### src/rtl/core_ctrl_pkg.sv
// Shared definitions for the core pipeline control blocks.
//   hz_state_e     : hazard sequencer states (RUN / MD_WAIT / MEM_WAIT)
//   REG_ZERO       : architectural x0; writes to it never create a hazard
//   MD_TIMEOUT_DEF : default cycle limit for a mul/div wait
package core_ctrl_pkg;

  typedef enum logic [1:0] {
    ST_RUN      = 2'd0,
    ST_MD_WAIT  = 2'd1,
    ST_MEM_WAIT = 2'd2
  } hz_state_e;

  localparam logic [4:0] REG_ZERO       = 5'd0;
  localparam int         MD_TIMEOUT_DEF = 64;

endpackage

### src/rtl/hazard_controller_if.sv
// Bundle between the pipeline and the hazard controller.
//   pipeline -> controller : ID operand info, EX destination/load/mul-div/branch
//                            status, data-memory busy
//   controller -> pipeline : stall/bubble/flush controls, md_error, state_o
//   HAZARD_PERF_CNT_EN     : adds perf_stall_cycles / perf_flush_count
// modport master : pipeline side (drives status, receives controls)
// modport slave  : controller side
interface hazard_controller_if;
  logic [4:0]  id_rs1;
  logic [4:0]  id_rs2;
  logic        id_uses_rs1;
  logic        id_uses_rs2;
  logic [4:0]  ex_rd;
  logic        ex_mem_read;
  logic        ex_md_start;
  logic        md_done;
  logic        ex_branch_taken;
  logic        dmem_busy;

  logic        pc_stall;
  logic        if_id_stall;
  logic        if_id_flush;
  logic        id_ex_stall;
  logic        id_ex_bubble;
  logic        ex_mem_stall;
  logic        ex_mem_bubble;
  logic        mem_wb_stall;
  logic        md_error;
  logic [1:0]  state_o;
`ifdef HAZARD_PERF_CNT_EN
  logic [31:0] perf_stall_cycles;
  logic [31:0] perf_flush_count;
`endif

  modport master (
    output id_rs1, id_rs2, id_uses_rs1, id_uses_rs2, ex_rd, ex_mem_read,
           ex_md_start, md_done, ex_branch_taken, dmem_busy,
    input  pc_stall, if_id_stall, if_id_flush, id_ex_stall, id_ex_bubble,
           ex_mem_stall, ex_mem_bubble, mem_wb_stall, md_error, state_o
`ifdef HAZARD_PERF_CNT_EN
         , perf_stall_cycles, perf_flush_count
`endif
  );

  modport slave (
    input  id_rs1, id_rs2, id_uses_rs1, id_uses_rs2, ex_rd, ex_mem_read,
           ex_md_start, md_done, ex_branch_taken, dmem_busy,
    output pc_stall, if_id_stall, if_id_flush, id_ex_stall, id_ex_bubble,
           ex_mem_stall, ex_mem_bubble, mem_wb_stall, md_error, state_o
`ifdef HAZARD_PERF_CNT_EN
         , perf_stall_cycles, perf_flush_count
`endif
  );

endinterface

### src/rtl/load_use_detect.sv
// Combinational load-use match: the instruction in EX is a load whose
// destination (other than x0) is a source operand read by the instruction in ID.
//   in  : id_rs1, id_rs2, id_uses_rs1, id_uses_rs2, ex_rd, ex_mem_read
//   out : hazard
module load_use_detect
  import core_ctrl_pkg::*;
(
  input  logic [4:0] id_rs1,
  input  logic [4:0] id_rs2,
  input  logic       id_uses_rs1,
  input  logic       id_uses_rs2,
  input  logic [4:0] ex_rd,
  input  logic       ex_mem_read,
  output logic       hazard
);

  logic rs1_hit;
  logic rs2_hit;

  always_comb begin
    rs1_hit = id_uses_rs1 && (id_rs1 == ex_rd);
    rs2_hit = id_uses_rs2 && (id_rs2 == ex_rd);
    hazard  = ex_mem_read && (ex_rd != REG_ZERO) && (rs1_hit || rs2_hit);
  end

endmodule

### src/rtl/hazard_controller.sv
// Pipeline sequencing controller for the 5-stage RV32 core. Resolves the
// hazards forwarding cannot: load-use, mul/div occupancy of EX, data-memory
// wait states and taken-branch flushes.
//   clk, rst : core clock, synchronous active-high reset
//   hz       : hazard_controller_if.slave (status in, pipeline controls out)
// Parameters: MD_TIMEOUT (max MD_WAIT cycles), CNT_W (wait counter width).
// Optional: HAZARD_PERF_CNT_EN adds stall-cycle and flush counters.
//
// state    | meaning
// ---------+-----------------------------------------------------------
// RUN      | normal flow; arbitrates dmem > mul/div > branch > load-use
// MD_WAIT  | mul/div occupies EX; front held, NOPs into EX/MEM
// MEM_WAIT | data memory busy; whole pipe frozen
module hazard_controller
  import core_ctrl_pkg::*;
#(
  parameter int MD_TIMEOUT = MD_TIMEOUT_DEF,
  parameter int CNT_W      = 7
) (
  input  logic          clk,
  input  logic          rst,
  hazard_controller_if.slave hz
);

  localparam logic [CNT_W-1:0] TMO = CNT_W'(MD_TIMEOUT);

  hz_state_e        state_q, state_d;
  logic [CNT_W-1:0] cnt_q, cnt_d;
  logic             md_error_q, md_error_d;

  logic load_use;
  logic pc_stall, if_id_stall, if_id_flush, id_ex_stall, id_ex_bubble;
  logic ex_mem_stall, ex_mem_bubble, mem_wb_stall;

  load_use_detect u_load_use_detect (
    .id_rs1      (hz.id_rs1),
    .id_rs2      (hz.id_rs2),
    .id_uses_rs1 (hz.id_uses_rs1),
    .id_uses_rs2 (hz.id_uses_rs2),
    .ex_rd       (hz.ex_rd),
    .ex_mem_read (hz.ex_mem_read),
    .hazard      (load_use)
  );

  always_comb begin
    state_d       = state_q;
    cnt_d         = cnt_q;
    md_error_d    = 1'b0;
    pc_stall      = 1'b0;
    if_id_stall   = 1'b0;
    if_id_flush   = 1'b0;
    id_ex_stall   = 1'b0;
    id_ex_bubble  = 1'b0;
    ex_mem_stall  = 1'b0;
    ex_mem_bubble = 1'b0;
    mem_wb_stall  = 1'b0;

    unique case (state_q)
      ST_RUN: begin
        if (hz.dmem_busy) begin
          // A mul/div start in the same cycle stays parked in EX and
          // reasserts once memory releases.
          {pc_stall, if_id_stall, id_ex_stall, ex_mem_stall, mem_wb_stall} = '1;
          state_d = ST_MEM_WAIT;
        end else if (hz.ex_md_start) begin
          if (!hz.md_done) begin
            {pc_stall, if_id_stall, id_ex_stall, ex_mem_bubble} = '1;
            cnt_d   = CNT_W'(1);
            state_d = ST_MD_WAIT;
          end
        end else if (hz.ex_branch_taken) begin
          if_id_flush  = 1'b1;
          id_ex_bubble = 1'b1;
        end else if (load_use) begin
          // One bubble clears the match, so no state is needed.
          pc_stall     = 1'b1;
          if_id_stall  = 1'b1;
          id_ex_bubble = 1'b1;
        end
      end

      ST_MD_WAIT: begin
        if (hz.dmem_busy) begin
          // EX/MEM still holds a live memory op: hold it rather than bubble.
          {pc_stall, if_id_stall, id_ex_stall, ex_mem_stall, mem_wb_stall} = '1;
          if (cnt_q != TMO) cnt_d = cnt_q + CNT_W'(1);
        end else if (hz.md_done) begin
          state_d = ST_RUN;
        end else if (cnt_q == TMO) begin
          md_error_d = 1'b1;
          state_d    = ST_RUN;
        end else begin
          {pc_stall, if_id_stall, id_ex_stall, ex_mem_bubble} = '1;
          cnt_d = cnt_q + CNT_W'(1);
        end
      end

      ST_MEM_WAIT: begin
        if (hz.dmem_busy) begin
          {pc_stall, if_id_stall, id_ex_stall, ex_mem_stall, mem_wb_stall} = '1;
        end else begin
          state_d = ST_RUN;
        end
      end

      default: state_d = ST_RUN;
    endcase
  end

  always_ff @(posedge clk) begin
    if (rst) begin
      state_q    <= ST_RUN;
      cnt_q      <= '0;
      md_error_q <= 1'b0;
    end else begin
      state_q    <= state_d;
      cnt_q      <= cnt_d;
      md_error_q <= md_error_d;
    end
  end

  assign hz.pc_stall      = pc_stall      & ~rst;
  assign hz.if_id_stall   = if_id_stall   & ~rst;
  assign hz.if_id_flush   = if_id_flush   & ~rst;
  assign hz.id_ex_stall   = id_ex_stall   & ~rst;
  assign hz.id_ex_bubble  = id_ex_bubble  & ~rst;
  assign hz.ex_mem_stall  = ex_mem_stall  & ~rst;
  assign hz.ex_mem_bubble = ex_mem_bubble & ~rst;
  assign hz.mem_wb_stall  = mem_wb_stall  & ~rst;
  assign hz.md_error      = md_error_q;
  assign hz.state_o       = state_q;

`ifdef HAZARD_PERF_CNT_EN
  logic [31:0] perf_stall_q, perf_stall_d;
  logic [31:0] perf_flush_q, perf_flush_d;

  always_comb begin
    perf_stall_d = perf_stall_q;
    perf_flush_d = perf_flush_q;
    if (hz.pc_stall)    perf_stall_d = perf_stall_q + 32'd1;
    if (hz.if_id_flush) perf_flush_d = perf_flush_q + 32'd1;
  end

  always_ff @(posedge clk) begin
    if (rst) begin
      perf_stall_q <= '0;
      perf_flush_q <= '0;
    end else begin
      perf_stall_q <= perf_stall_d;
      perf_flush_q <= perf_flush_d;
    end
  end

  assign hz.perf_stall_cycles = perf_stall_q;
  assign hz.perf_flush_count  = perf_flush_q;
`endif

endmodule

### src/flat_wrapper.sv
// flat-port wrapper written by rule: the top's interface ports become plain ports
module hazard_controller_flat import core_ctrl_pkg::*;
#(
  parameter int MD_TIMEOUT = MD_TIMEOUT_DEF,
  parameter int CNT_W      = 7
)
  (clk, rst, hz_id_rs1, hz_id_rs2, hz_id_uses_rs1, hz_id_uses_rs2, hz_ex_rd, hz_ex_mem_read, hz_ex_md_start, hz_md_done, hz_ex_branch_taken, hz_dmem_busy, hz_pc_stall, hz_if_id_stall, hz_if_id_flush, hz_id_ex_stall, hz_id_ex_bubble, hz_ex_mem_stall, hz_ex_mem_bubble, hz_mem_wb_stall, hz_md_error, hz_state_o);
  hazard_controller_if hz_i ();
  input  logic clk;
  input  logic rst;
  input wire logic [$bits(hz_i.id_rs1)-1:0] hz_id_rs1;
  input wire logic [$bits(hz_i.id_rs2)-1:0] hz_id_rs2;
  input wire logic [$bits(hz_i.id_uses_rs1)-1:0] hz_id_uses_rs1;
  input wire logic [$bits(hz_i.id_uses_rs2)-1:0] hz_id_uses_rs2;
  input wire logic [$bits(hz_i.ex_rd)-1:0] hz_ex_rd;
  input wire logic [$bits(hz_i.ex_mem_read)-1:0] hz_ex_mem_read;
  input wire logic [$bits(hz_i.ex_md_start)-1:0] hz_ex_md_start;
  input wire logic [$bits(hz_i.md_done)-1:0] hz_md_done;
  input wire logic [$bits(hz_i.ex_branch_taken)-1:0] hz_ex_branch_taken;
  input wire logic [$bits(hz_i.dmem_busy)-1:0] hz_dmem_busy;
  output wire logic [$bits(hz_i.pc_stall)-1:0] hz_pc_stall;
  output wire logic [$bits(hz_i.if_id_stall)-1:0] hz_if_id_stall;
  output wire logic [$bits(hz_i.if_id_flush)-1:0] hz_if_id_flush;
  output wire logic [$bits(hz_i.id_ex_stall)-1:0] hz_id_ex_stall;
  output wire logic [$bits(hz_i.id_ex_bubble)-1:0] hz_id_ex_bubble;
  output wire logic [$bits(hz_i.ex_mem_stall)-1:0] hz_ex_mem_stall;
  output wire logic [$bits(hz_i.ex_mem_bubble)-1:0] hz_ex_mem_bubble;
  output wire logic [$bits(hz_i.mem_wb_stall)-1:0] hz_mem_wb_stall;
  output wire logic [$bits(hz_i.md_error)-1:0] hz_md_error;
  output wire logic [$bits(hz_i.state_o)-1:0] hz_state_o;
  assign hz_i.id_rs1 = hz_id_rs1;
  assign hz_i.id_rs2 = hz_id_rs2;
  assign hz_i.id_uses_rs1 = hz_id_uses_rs1;
  assign hz_i.id_uses_rs2 = hz_id_uses_rs2;
  assign hz_i.ex_rd = hz_ex_rd;
  assign hz_i.ex_mem_read = hz_ex_mem_read;
  assign hz_i.ex_md_start = hz_ex_md_start;
  assign hz_i.md_done = hz_md_done;
  assign hz_i.ex_branch_taken = hz_ex_branch_taken;
  assign hz_i.dmem_busy = hz_dmem_busy;
  assign hz_pc_stall = hz_i.pc_stall;
  assign hz_if_id_stall = hz_i.if_id_stall;
  assign hz_if_id_flush = hz_i.if_id_flush;
  assign hz_id_ex_stall = hz_i.id_ex_stall;
  assign hz_id_ex_bubble = hz_i.id_ex_bubble;
  assign hz_ex_mem_stall = hz_i.ex_mem_stall;
  assign hz_ex_mem_bubble = hz_i.ex_mem_bubble;
  assign hz_mem_wb_stall = hz_i.mem_wb_stall;
  assign hz_md_error = hz_i.md_error;
  assign hz_state_o = hz_i.state_o;
  hazard_controller #(.MD_TIMEOUT(MD_TIMEOUT), .CNT_W(CNT_W)) u_core (.clk(clk), .rst(rst), .hz(hz_i));
endmodule
### config.mk
export PLATFORM = sky130hd
export DESIGN_NAME = hazard_controller_flat
export DESIGN_NICKNAME = d
export VERILOG_FILES = /design/src/rtl/core_ctrl_pkg.sv /design/src/rtl/hazard_controller_if.sv /design/src/rtl/load_use_detect.sv /design/src/rtl/hazard_controller.sv /design/src/flat_wrapper.sv
export SDC_FILE = /design/constraint.sdc
export NUM_CORES = 1
export LEC_CHECK = 0
export ABC_AREA = 1
export ABC_CLOCK_PERIOD_IN_PS = 3100
export CAP_MARGIN = 0
export CORE_AREA = 5 5 57 59
export DETAILED_ROUTE_END_ITERATION = 8
export DIE_AREA = 0 0 62 64
export SLEW_MARGIN = 20
export SYNTH_ARGS = -nofsm -noshare
export SYNTH_HDL_FRONTEND = slang
export SYNTH_SLANG_ARGS = --single-unit
export TNS_END_PERCENT = 1
### constraint.sdc
create_clock -name clk -period 3.1 [get_ports clk]
set_clock_uncertainty 0.15 [all_clocks]
set_input_delay 0.62 -clock clk [delete_from_list [all_inputs] [get_ports clk]]
set_output_delay 0.62 -clock clk [all_outputs]
set_load 0.05 [all_outputs]
Word level (Yosys, flattened, before mapping)
Cells that the tools add are included.

word-level totals
  register bits = 10
  latch bits = 0
  memory bits (writable) = 0
  memory bits (read-only) = 0
  bits of input ports = 24
  output and inout port bits = 11
  logic and storage cells = 83
  memories = 0

cells by class
  add/subtract/negate cells = 1
  multipliers = 0
  divide/modulo/power cells = 0
  magnitude comparators = 0
  eq/ne operators = 17
  shift-type cells = 0
  muxes and demuxes = 42
  bitwise operators = 8
  reductions and logical operators = 12

operators with widths
  cell                   number
  $mux W7                7
  $mux W1                23
  $mux W2                7
  $pmux W7 S2            1
  $ne A3 B3 Y1 const B   4
  $eq A5 B5 Y1           2
  $ne A2 B2 Y1 const B   5
  $add A7 B1 Y7 const B  1
  $eq A7 B7 Y1 const B   1
  $ne A7 B7 Y1 const B   1
  $reduce_and A7 Y1      1
  $and A1 B1 Y1          6
  $ne A3 B2 Y1 const B   2
  $pmux W1 S3            2
  $pmux W2 S3            1
  $reduce_and A5 Y1      1
  $reduce_bool A5 Y1     1
  $logic_and A1 B1 Y1    4
  $reduce_or A4 Y1       1
  $reduce_or A3 Y1       1
  $eq A2 B1 Y1 const B   1
  $eq A2 B2 Y1 const B   1
  $logic_not A2 Y1       1
  $not A1 Y1             2
  3 further kinds        3

Depth between registers and ports, before layout
  depth after elaboration = 10
  mapped depth = 11
  gate-level depth less buffers = 11

By module
Synthesis repeated with hierarchy kept, for this count alone.

unflattened totals
  cells, all modules = 178
  area total of the unflattened synthesis = 959.7 µm²

by module, submodules not included
  module             instances  cells an instance  area an instance (µm²)  seq. area each (µm²)
  hazard_controller  1          123                743.2                   200.2
  load_use_detect    1          55                 216.5                   0.0

Worst setup path after synthesis
Ideal clock, no wire load.

  path kind = reg2out
  start point = register u_core.state_q[0], in the netlist u_core.hz.state_o[0]
  end point = output port hz_ex_mem_bubble
  arrival time = 2,258 ps
  required time = 2,330 ps
  slack = 72 ps
  cell stages (with the launch flop) = 5
  path buffers = 0
  cell sequence = dfxtp_1 > inv_2 > nor2_4 > nand3_1 > a211oi_1

between the ends
  longest elaborated chain between the ends = 3
  elaborated cells between the ends (all ways) = 4
  those cells by class = eq/ne (1); mux (1); bitwise (1); reduce/logical (1)

RTL lines
  what                                              RTL line                  source
  start, declared                                   hazard_controller.sv:27   hz_state_e state_q, state_d;
  start signal, assigned                            hazard_controller.sv:116  state_q <= state_d;
  $eq A2 B1 Y1 or $logic_not A2 Y1 (tied branches)  hazard_controller.sv:58   unique case (state_q)
  $pmux W1 S2 (*)                                   hazard_controller.sv:58
  $and A1 B1 Y1 (*)                                 hazard_controller.sv:128  assign hz.ex_mem_bubble = ex_mem_bubble & ~rst;
  end, declared                                     flat_wrapper.sv:27        output wire logic [$bits(hz_i.ex_mem_bubble)-1:0] hz_ex_mem_bubble;

Mark *: on every way between the ends. The rest lies on a longest branch, timed or not.

Final worst setup path
  start point = input port hz_dmem_busy
  end point = output port hz_if_id_stall

between the ends
  longest elaborated chain between the ends = 3
  elaborated cells between the ends (all ways) = 5
  those cells by class = mux (4); bitwise (1)

RTL lines
  what                               RTL line                                                                   source
  start, declared                    flat_wrapper.sv:20                                                         input wire logic [$bits(hz_i.dmem_busy)-1:0] hz_dmem_busy;
  $mux W1, on equally long branches  hazard_controller.sv:99, hazard_controller.sv:60, hazard_controller.sv:83
  $pmux W1 S3 (*)                    hazard_controller.sv:58
  $and A1 B1 Y1 (*)                  hazard_controller.sv:123                                                   assign hz.if_id_stall = if_id_stall & ~rst;
  end, declared                      flat_wrapper.sv:22                                                         output wire logic [$bits(hz_i.if_id_stall)-1:0] hz_if_id_stall;

Marks and branches as above.

==> impl_metrics.csv <==
group,metric,value,unit
status,status,"finished clean",
synth,netlist_instances,159,
layout,nNetsFinal,222,
setup_path,cp.arrival,2.00,ns
route,drtIter0Drc,76,
clocking,cts_setup_buffers,0,
setup_path,critical_path_peak_fanout,6,
clocking,cts-htree-levels,1,
floorplanning,num_io_pins,35,
clocking,tritoncts,"done",
timing,timing.setup.tns,0,ns
timing,min_period_over_period,89.2,%
timing,grt_setup_unrepaired,"no",
layout,area_delta_synth_final,52.9,%
floorplanning,fp-row-count,19,
timing,report.final.hold_viol_count,0,
clocking,clkSinkCount,10,
grt,pin_count_of_the_biggest_net_entering_global_routing,8,
setup_path,critical_path.endpoint_type,"output port",
synth,syn_nets,185,
route,route.antenna.remaining_nets,0,
power,vdd.ir_drop.worst,0.141,mV
route,number_of_search_and_repair_iterations_in_the_first_detailed_routing_pass,4,
clocking,cts-hold-fix-buffers,0,
floorplanning,start_util,33.4,%
synth,netlist-cell-type-count,21,
power,powerDensity,261,mW/mm2
grt,first_pass_grt_wire_length,4.17,mm
flow_run,maxCapViolations,0,
route,route.vias.total,1056,
floorplanning,die_area,0.00397,mm2
timing,fmax,362,MHz
grt,global_route.usage.total,13.5,%
timing,worstMarginPinSlew,0.499,ns
layout,layout_cells_sized_above_1,9.79,%
place,post-dp-hpwl,2.01,mm
floorplanning,core_area,0.00266,mm2
timing,final-max-slew-violation-count,0,
clocking,numCtsBuffers,3,
route,wl_per_cell,10.8,um
clocking,clk_transition_reported_paths,0.07,ns
floorplanning,die_h,64,um
synth,synth.yosys.seq_area_share,22.5,%
synth,synth.ff_latch_count,10,
clocking,cts-root-to-sink-buffers,2,
timing,timing.hold.ws,0.357,ns
clocking,clock_latency,0.26,ns
setup_path,critPathLaunchType,"primary input",
timing,final.min_clock_period,2.77,ns
place,globalplace.congestion,0.865,
route,routed_wirelength,2.42,mm
synth,yosysWarningCount,0,
timing,maxSlewHeadroom,66.6,%
route,drt_drc_violations_left,0,
synth,mappedNetlistArea,890,um2
grt,first_global_vias,968,
clocking,post_cts_resized,0,
grt,grt_ovf,0,
layout,final_cell_utilization_of_the_core,51.1,%
timing,timing.final.setup_violations,0,
setup_path,critical_path_required,2.33,ns
clocking,ctsRootBufferMaster,"clkbuf_4",
floorplanning,dieWidth,62,um
synth,syn_area_per_cell,5.59,um2
route,post_drt_via_cell_ratio,4.69,
place,port_buffers,34,
layout,diodes,0,
power,leakagePower,0.615,nW
grt,antenna_found_initial,0,
min_path,timing.hold.worst.class,"register to register",
setup_path,setup.worst_path.class,"primary input to output port",
[cells by family (layout without fill, tap and decap cells)]
kind of cell / after synthesis / count (layout) / synth area share [%]
AO/OA/AOI/OAI: 15 / 15 / 9.00
XOR/XNOR: 5 / 5 / 4.92
adder cells (fa/ha/maj): 2 / 2 / 2.81
flip-flops: 10 / 10 / 22.5
buffers and inverters: 29 / 64 / 13.1
AND/OR/NAND/NOR: 98 / 98 / 47.7
[cells in the mapped netlist, drive strengths merged]
master / instances / area, um2
nand2: 50 / 195
inv: 26 / 97.6
nor2: 26 / 115
nand3: 16 / 80.1
dfxtp: 10 / 200
a21oi: 8 / 40.0
o21ai: 5 / 25.0
xor2: 4 / 35.0
nor3: 3 / 15.0
buf: 2 / 15.0
ha: 2 / 25.0
nand4: 2 / 12.5
a211oi: 1 / 7.51
clkbuf: 1 / 3.75
nor4: 1 / 6.26
o21bai: 1 / 7.51
xnor2: 1 / 8.76
[per-stage QoR]
stage	power (mW)	setup slack, ns	area (um2)	std cells
after detailed placement	0.268	0.337	1340	222
after CTS	0.360	0.316	1360	225
final	0.355	0.335	1360	225
after floorplan	0.201	0.0723	890	159
after global routing	0.379	0.150	1360	225
after global placement	0.268	0.325	1340	222
[state kept, by name (all words and copies together) (netlist names)]
name,flops
u_core.cnt_q,7
u_core.hz.md_error,1
u_core.hz.state_o,2
[power by group]
part	switching [mW]	leakage [nW]	total (mW)	internal (mW)
Sequential	0.00367	0.0810	0.134	0.131
Clock	0.0459	0.0138	0.0907	0.0448
Combinational	0.0677	0.520	0.130	0.0626
Total	0.117	0.615	0.355	0.238
[final timing paths]
check                       start         endpoint  slack (ns)  cells past startpoint
setup reg to reg  u_core.cnt_q[0]  u_core.cnt_q[6]        1.36                     10
hold reg to reg   u_core.cnt_q[1]  u_core.cnt_q[1]        0.36                      2
setup / recovery     hz_dmem_busy   hz_if_id_stall        0.33                      6
hold / removal    u_core.cnt_q[1]  u_core.cnt_q[1]        0.36                      2
[critical path, cell delays in order]
cell and delay [ns]:
clkdlybuf4s50_1 0.56, o21ai_0 0.23, nand3_1 0.16, nand2_1 0.08
nand2_1 0.18, buf_12 0.17
[layer usage]
| layer | part of all wire [%] | global-route usage (%) | wire [um] | vias up |
|---|---|---|---|---|
| met5 | 0 | 0 | 0 | - |
| li1 | - | - | - | 568 |
| met2 | 47 | 20.6 | 1150 | 24 |
| met3 | 5.1 | 3.22 | 123 | 2 |
| met4 | 1.0 | 5.57 | 25 | 0 |
| met1 | 46 | 17.7 | 1120 | 462 |
[cells in the final DEF, fill, tap and decap left out, drive strengths merged, types with 2 or more instances in the layout]
master,n
clkdlybuf4s50,26
a21oi,8
nand3,16
nor3,3
clkbuf,3
nor2,26
o21ai,5
nand4,2
buf,9
nand2,50
xor2,4
ha,2
inv,26
dfxtp,10
[layout make-up]
type | instances | area [um2]
inverters | 26 | 97.6
repair buffers | 35 | 428
multi-input cells | 120 | 573
well taps | 31 | 38.8
fillers | 281 | 1300
clock buffers | 3 | 22.5
flip-flops and latches | 10 | 200
(Power assumes the default switching activity.)
